### src/rtl/alu_writeback_if.sv
// Handshake bundle between the ALU (push side) and the register-file write port (commit side).
// master = environment driving pushes and wr_ready; slave = the writeback stage.
interface alu_writeback_if #(
    parameter int WIDTH = 8,
    parameter int AW    = 3
);
    logic             in_valid;
    logic             in_ready;
    logic [WIDTH-1:0] in_data;
    logic [3:0]       in_flags;
    logic [AW-1:0]    in_dest;
    logic             in_we;

    logic             wr_valid;
    logic             wr_ready;
    logic             wr_we;
    logic [AW-1:0]    wr_addr;
    logic [WIDTH-1:0] wr_data;

    modport master (
        output in_valid, in_data, in_flags, in_dest, in_we,
        input  in_ready,
        input  wr_valid, wr_we, wr_addr, wr_data,
        output wr_ready
    );

    modport slave (
        input  in_valid, in_data, in_flags, in_dest, in_we,
        output in_ready,
        output wr_valid, wr_we, wr_addr, wr_data,
        input  wr_ready
    );
endinterface

### src/rtl/alu_writeback.sv
// ALU writeback stage: 2-entry skid FIFO feeding the register-file write port, status flags,
// sticky overflow and a forwarding tap. Optional push-time saturation under `ALU_WB_SAT_EN.
module alu_writeback #(
    parameter int WIDTH = 8,
    parameter int AW    = 3
) (
    input  logic             clk,
    input  logic             n_reset,
    alu_writeback_if.slave   bus,
    input  logic             clr_sticky,
    output logic [3:0]       stat_flags,
    output logic             stat_ovf_sticky,
    output logic             fwd_valid,
    output logic [AW-1:0]    fwd_addr,
    output logic [WIDTH-1:0] fwd_data,
    output logic [1:0]       count
);

    logic [WIDTH-1:0] ent_data  [2];
    logic [3:0]       ent_flags [2];
    logic [AW-1:0]    ent_dest  [2];
    logic             ent_we    [2];

    logic             head;
    logic             tail;
    logic             young;
    logic             push;
    logic             pop;
    logic [WIDTH-1:0] st_data;
    logic [3:0]       st_flags;

    assign push  = bus.in_valid && bus.in_ready;
    assign pop   = bus.wr_valid && bus.wr_ready;
    // tail sits one slot past the head when one entry is held
    assign tail  = head ^ count[0];
    assign young = head ^ (count == 2'd2);

    always_comb begin
        st_data  = bus.in_data;
        st_flags = bus.in_flags;
`ifdef ALU_WB_SAT_EN
        if (bus.in_flags[0]) begin
            // a wrapped-negative result really overflowed upward, so clamp to the max positive
            if (bus.in_flags[3]) begin
                st_data = {1'b0, {(WIDTH-1){1'b1}}};
            end else begin
                st_data = {1'b1, {(WIDTH-1){1'b0}}};
            end
            st_flags = {~bus.in_flags[3], 1'b0, bus.in_flags[1], 1'b1};
        end
`endif
    end

    always_ff @(posedge clk or negedge n_reset) begin
        if (!n_reset) begin
            count           <= 2'd0;
            head            <= 1'b0;
            stat_flags      <= 4'd0;
            stat_ovf_sticky <= 1'b0;
            for (int i = 0; i < 2; i++) begin
                ent_data[i]  <= '0;
                ent_flags[i] <= 4'd0;
                ent_dest[i]  <= '0;
                ent_we[i]    <= 1'b0;
            end
        end else begin
            if (push) begin
                ent_data[tail]  <= st_data;
                ent_flags[tail] <= st_flags;
                ent_dest[tail]  <= bus.in_dest;
                ent_we[tail]    <= bus.in_we;
            end
            if (pop) begin
                head       <= ~head;
                stat_flags <= ent_flags[head];
            end
            case ({push, pop})
                2'b10:   count <= count + 2'd1;
                2'b01:   count <= count - 2'd1;
                default: count <= count;
            endcase
            if (pop && ent_flags[head][0]) begin
                stat_ovf_sticky <= 1'b1;
            end else if (clr_sticky) begin
                stat_ovf_sticky <= 1'b0;
            end
        end
    end

    // in_ready comes only from registered occupancy; no pass-through when full
    assign bus.in_ready = (count != 2'd2);
    assign bus.wr_valid = (count != 2'd0);
    assign bus.wr_we    = bus.wr_valid && ent_we[head];
    assign bus.wr_addr  = bus.wr_valid ? ent_dest[head] : '0;
    assign bus.wr_data  = bus.wr_valid ? ent_data[head] : '0;

    always_comb begin
        fwd_valid = 1'b0;
        fwd_addr  = '0;
        fwd_data  = '0;
        if ((count != 2'd0) && ent_we[young]) begin
            fwd_valid = 1'b1;
            fwd_addr  = ent_dest[young];
            fwd_data  = ent_data[young];
        end else if ((count == 2'd2) && ent_we[head]) begin
            fwd_valid = 1'b1;
            fwd_addr  = ent_dest[head];
            fwd_data  = ent_data[head];
        end
    end

endmodule

### src/flat_wrapper.sv
// flat-port wrapper written by rule: the top's interface ports become plain ports
module alu_writeback_flat 
#(
    parameter int WIDTH = 8,
    parameter int AW    = 3
)
  (clk, n_reset, clr_sticky, stat_flags, stat_ovf_sticky, fwd_valid, fwd_addr, fwd_data, count, bus_in_valid, bus_in_data, bus_in_flags, bus_in_dest, bus_in_we, bus_in_ready, bus_wr_valid, bus_wr_we, bus_wr_addr, bus_wr_data, bus_wr_ready);
  alu_writeback_if #(.WIDTH(WIDTH), .AW(AW)) bus_i ();
  input  logic clk;
  input  logic n_reset;
  input  logic clr_sticky;
  output logic [3:0] stat_flags;
  output logic stat_ovf_sticky;
  output logic fwd_valid;
  output logic [AW-1:0] fwd_addr;
  output logic [WIDTH-1:0] fwd_data;
  output logic [1:0] count;
  input wire logic [$bits(bus_i.in_valid)-1:0] bus_in_valid;
  input wire logic [$bits(bus_i.in_data)-1:0] bus_in_data;
  input wire logic [$bits(bus_i.in_flags)-1:0] bus_in_flags;
  input wire logic [$bits(bus_i.in_dest)-1:0] bus_in_dest;
  input wire logic [$bits(bus_i.in_we)-1:0] bus_in_we;
  output wire logic [$bits(bus_i.in_ready)-1:0] bus_in_ready;
  output wire logic [$bits(bus_i.wr_valid)-1:0] bus_wr_valid;
  output wire logic [$bits(bus_i.wr_we)-1:0] bus_wr_we;
  output wire logic [$bits(bus_i.wr_addr)-1:0] bus_wr_addr;
  output wire logic [$bits(bus_i.wr_data)-1:0] bus_wr_data;
  input wire logic [$bits(bus_i.wr_ready)-1:0] bus_wr_ready;
  assign bus_i.in_valid = bus_in_valid;
  assign bus_i.in_data = bus_in_data;
  assign bus_i.in_flags = bus_in_flags;
  assign bus_i.in_dest = bus_in_dest;
  assign bus_i.in_we = bus_in_we;
  assign bus_in_ready = bus_i.in_ready;
  assign bus_wr_valid = bus_i.wr_valid;
  assign bus_wr_we = bus_i.wr_we;
  assign bus_wr_addr = bus_i.wr_addr;
  assign bus_wr_data = bus_i.wr_data;
  assign bus_i.wr_ready = bus_wr_ready;
  alu_writeback #(.WIDTH(WIDTH), .AW(AW)) u_core (.clk(clk), .n_reset(n_reset), .bus(bus_i), .clr_sticky(clr_sticky), .stat_flags(stat_flags), .stat_ovf_sticky(stat_ovf_sticky), .fwd_valid(fwd_valid), .fwd_addr(fwd_addr), .fwd_data(fwd_data), .count(count));
endmodule
### config.mk
export PLATFORM = sky130hd
export DESIGN_NAME = alu_writeback_flat
export DESIGN_NICKNAME = d
export VERILOG_FILES = /design/src/rtl/alu_writeback_if.sv /design/src/rtl/alu_writeback.sv /design/src/flat_wrapper.sv
export SDC_FILE = /design/constraint.sdc
export NUM_CORES = 1
export LEC_CHECK = 0
export BUFFER_PORTS_ARGS = -buffer_cell sky130_fd_sc_hd__buf_2
export CAP_MARGIN = 20
export CORE_ASPECT_RATIO = 1.1
export CORE_MARGIN = 2
export CORE_UTILIZATION = 25
export CTS_CLUSTER_DIAMETER = 30
export DETAILED_ROUTE_END_ITERATION = 16
export SYNTH_ARGS = -nofsm -noshare
export SYNTH_HDL_FRONTEND = slang
export SYNTH_SLANG_ARGS = --single-unit
### constraint.sdc
create_clock -name clk -period 2.15 [get_ports clk]
set_input_delay 0.3225 -clock clk [delete_from_list [all_inputs] [get_ports clk]]
set_output_delay 0.3225 -clock clk [all_outputs]
set_load 0.02 [all_outputs]
==> flow_summary.json <==
{
  "gr-usage-met2": 0.2013,
  "busiest_layer": "met2",
  "io_pins": 54,
  "synth_top_cell_by_area": "dfrtp_1",
  "cp_top_family": "flip-flops",
  "start_util": 0.2570,
  "routed_wl_mm": 8.006,
  "synth_fp_nets": 370,
  "dr.pass1.iters": 4,
  "fmax_ghz": 0.4877,
  "yosysMostFrequentCell": "dfrtp_1",
  "grt_pass1_wl_mm": 12.93,
  "grt.total_usage": 0.1236,
  "h-tree-depth": 2,
  "gp_congestion": 0.7546,
  "yosysWarnings": 0,
  "path_buf_inv": 2,
  "cp-end-kind": "output port",
  "rsz0062_at_grt": "false",
  "final_antenna_net_count": 0,
  "synth_flop_cell": "dfrtp_1",
  "synth_common_cells": "40 x dfrtp_1, 31 x o21ai_0, 29 x nor2_1",
  "worst-path-stages": 5,
  "hold_path.class": "primary input to asynchronous set/reset pin",
  "layout_setup_ws_ns": 0.09942,
  "antenna_cells": 0,
  "synth_top_area_share": 0.3374,
  "maxSlewViolCount": 0,
  "fin_crit_ns": 2.051,
  "finalHoldViolCount": 0,
  "rows": 41,
  "worstPathArrival_ns": 1.73,
  "peakVddDrop_mv": 0.5507,
  "cts_hold_buf": 0,
  "synth-edff-count": 0,
  "drc_errors": 0,
  "syn2layout_area_growth_pct": 18.98,
  "min_period_over_period": 0.9538,
  "cp_max_fo": 5,
  "coreArea_sq_um": 11540,
  "synth.cell_area_sq_um": 2967,
  "clock_skew_ns": 0.003004,
  "power_uw": 6511,
  "cts.sinks": 40,
  "holdWs_ns": 0.06465,
  "antenna_found_initial": 0,
  "grt_pass1_vias": 2627,
  "cap_viol_max_count": 0,
  "tns_ns": 0,
  "overflow": 0,
  "root_buffer": "clkbuf_16",
  "cp-start-kind": "register",
  "worst_pin_slew_ns": 0.6416,
  "syn_avg_cell_area_sq_um": 8.525,
  "clock_latency_ns": 0.28,
  "die_h_microns": 118.3,
  "synthArstFlopShare": 1.000,
  "critPathKind": "register to output port",
  "max_slew_margin": 0.5723,
  "fillers": 1202,
  "vias": 2801,
  "dieWidth_microns": 107.9,
  "p_leak_uw": 0.001452,
  "synthCells": 348,
  "placed_cell_area_sq_um": 3307,
  "finalSetupViolations": 0,
  "path_cells": "nor2b_1 -> a22oi_2 -> buf_4 -> o22ai_1 -> buf_2",
  "outcome": "finished, final reports clean",
  "place_ws_ns": -0.2671,
  "cts_tree": "built",
  "grt_util_met3": 0.02372,
  "synth.distinct_cells": 29,
  "use_met1": 0.1616,
  "reg2regPathDepth": 6,
  "cts_buffer_depth": 2,
  "yosys-top-cells-area": "dfrtp_1 34%, mux2i_1 5.4%, o21ai_0 5.2%, or4b_4 4.6%, o221ai_1 4.4%",
  "grt_max_degree": 75,
  "die-area_sq_um": 12760,
  "wire_per_inst_microns": 14.94,
  "viasPerCell": 5.226,
  "ys_seq_area_frac": 0.3374,
  "drt_iter0_drc": 187,
  "clk_pin_slew_ns": 0.06,
  "final_nets": 407,
  "cpPeakStageDelay_ns": 0.44,
  "p_per_area_nw_per_um2": 1845,
  "dp_hpwl_mm": 5.258,
  "crit_required_ns": 1.83,
  "final_cell_area_sq_um": 3530,
  "critPathSlowestCell": "dfrtp_2",
  "synth-seq-cells": 40,
  "cts_buffers": 5,
  "io_buffers": 53,
  "drive_gt1_frac": 0.2694
}
report_power, final:
| part | switching (uW) | leakage [uW] | internal (uW) |
|---|---|---|---|
| clock | 293 | 0.0000808 | 546 |
| combinational | 2520 | 0.000897 | 1590 |
| sequential | 405 | 0.000474 | 1170 |
flip-flops by register name, indices dropped and copies added, names as in the netlist:
name                    count
u_core.ent_data            16
u_core.ent_flags            8
u_core.ent_dest             6
u_core.stat_flags           4
u_core.count                2
u_core.ent_we               2
u_core.head                 1
u_core.stat_ovf_sticky      1
cells by family (layout without fill, tap and decap cells):
kind of cell               after synthesis  count (layout)  synth area share
AOI/OAI and AO/OA                      134             134            0.2931
and+or+nand+nor                        108             108            0.2181
buffers and inverters                   45              83           0.08140
DFF                                     40              40            0.3374
muxes                                   16              16           0.05398
xor gates and xnor gates                 4               4           0.01181
adders and majority gates                1               1          0.004217
per-layer routing:
layer,part of all wire,vias to the layer above
met5,0,-
met4,0.023,0
met3,0.039,13
met2,0.48,65
met1,0.45,1356
li1,-,1367
final timing paths:
path                                       from                endpoint  slack [ns]
max in group asynchronous               n_reset      u_core.ent_data[9]        1.43
setup reg to reg                u_core.count[0]         u_core.count[1]        0.41
setup / recovery                u_core.count[0]             fwd_addr[0]         0.1
hold / removal                          n_reset    u_core.stat_flags[2]        0.06
min in group clk                     clr_sticky  u_core.stat_ovf_sticky        0.24
hold reg to reg            u_core.stat_flags[0]    u_core.stat_flags[0]        0.48
layout by cell type, fill, tap and decap left out, types with 14 or more instances in the layout:
cell / instances
o21bai_1: 16
nand3b_1: 16
buf_2: 53
nand2_1: 28
a211oi_1: 15
o221ai_1: 15
nor2_1: 28
mux2i_1: 16
a21oi_1: 25
o21ai_0: 31
dfrtp_1: 38
buf_4: 14
or3_1: 15
layout make-up:
class,instances,area [sq um],area share
inverters,5,18.77,0.005317
well taps,150,187.7,0.05317
clock buffers,6,128.9,0.03651
flip-flops and latches,40,1006,0.2850
repair buffers,70,416.7,0.1180
clock inverters,2,35.03,0.009926
multi-input cells,263,1737,0.4920
per-stage QoR:
step | utilization | std cells
after global routing | 0.3058 | 536
final | 0.3058 | 536
after CTS | 0.3051 | 536
after global placement | 0.2865 | 523
after detailed placement | 0.2865 | 523
after floorplan | - | 348
repair_timing:
action / in CTS / in global routing
endpoints found under the hold margin: 0 / 0
endpoints found under the setup margin: 22 / 13
pin swaps: 2 / 0
buffers inserted: 5 / 0
resized for setup: 3 / 3
No activity file was read; power rests on OpenSTA's default activity.
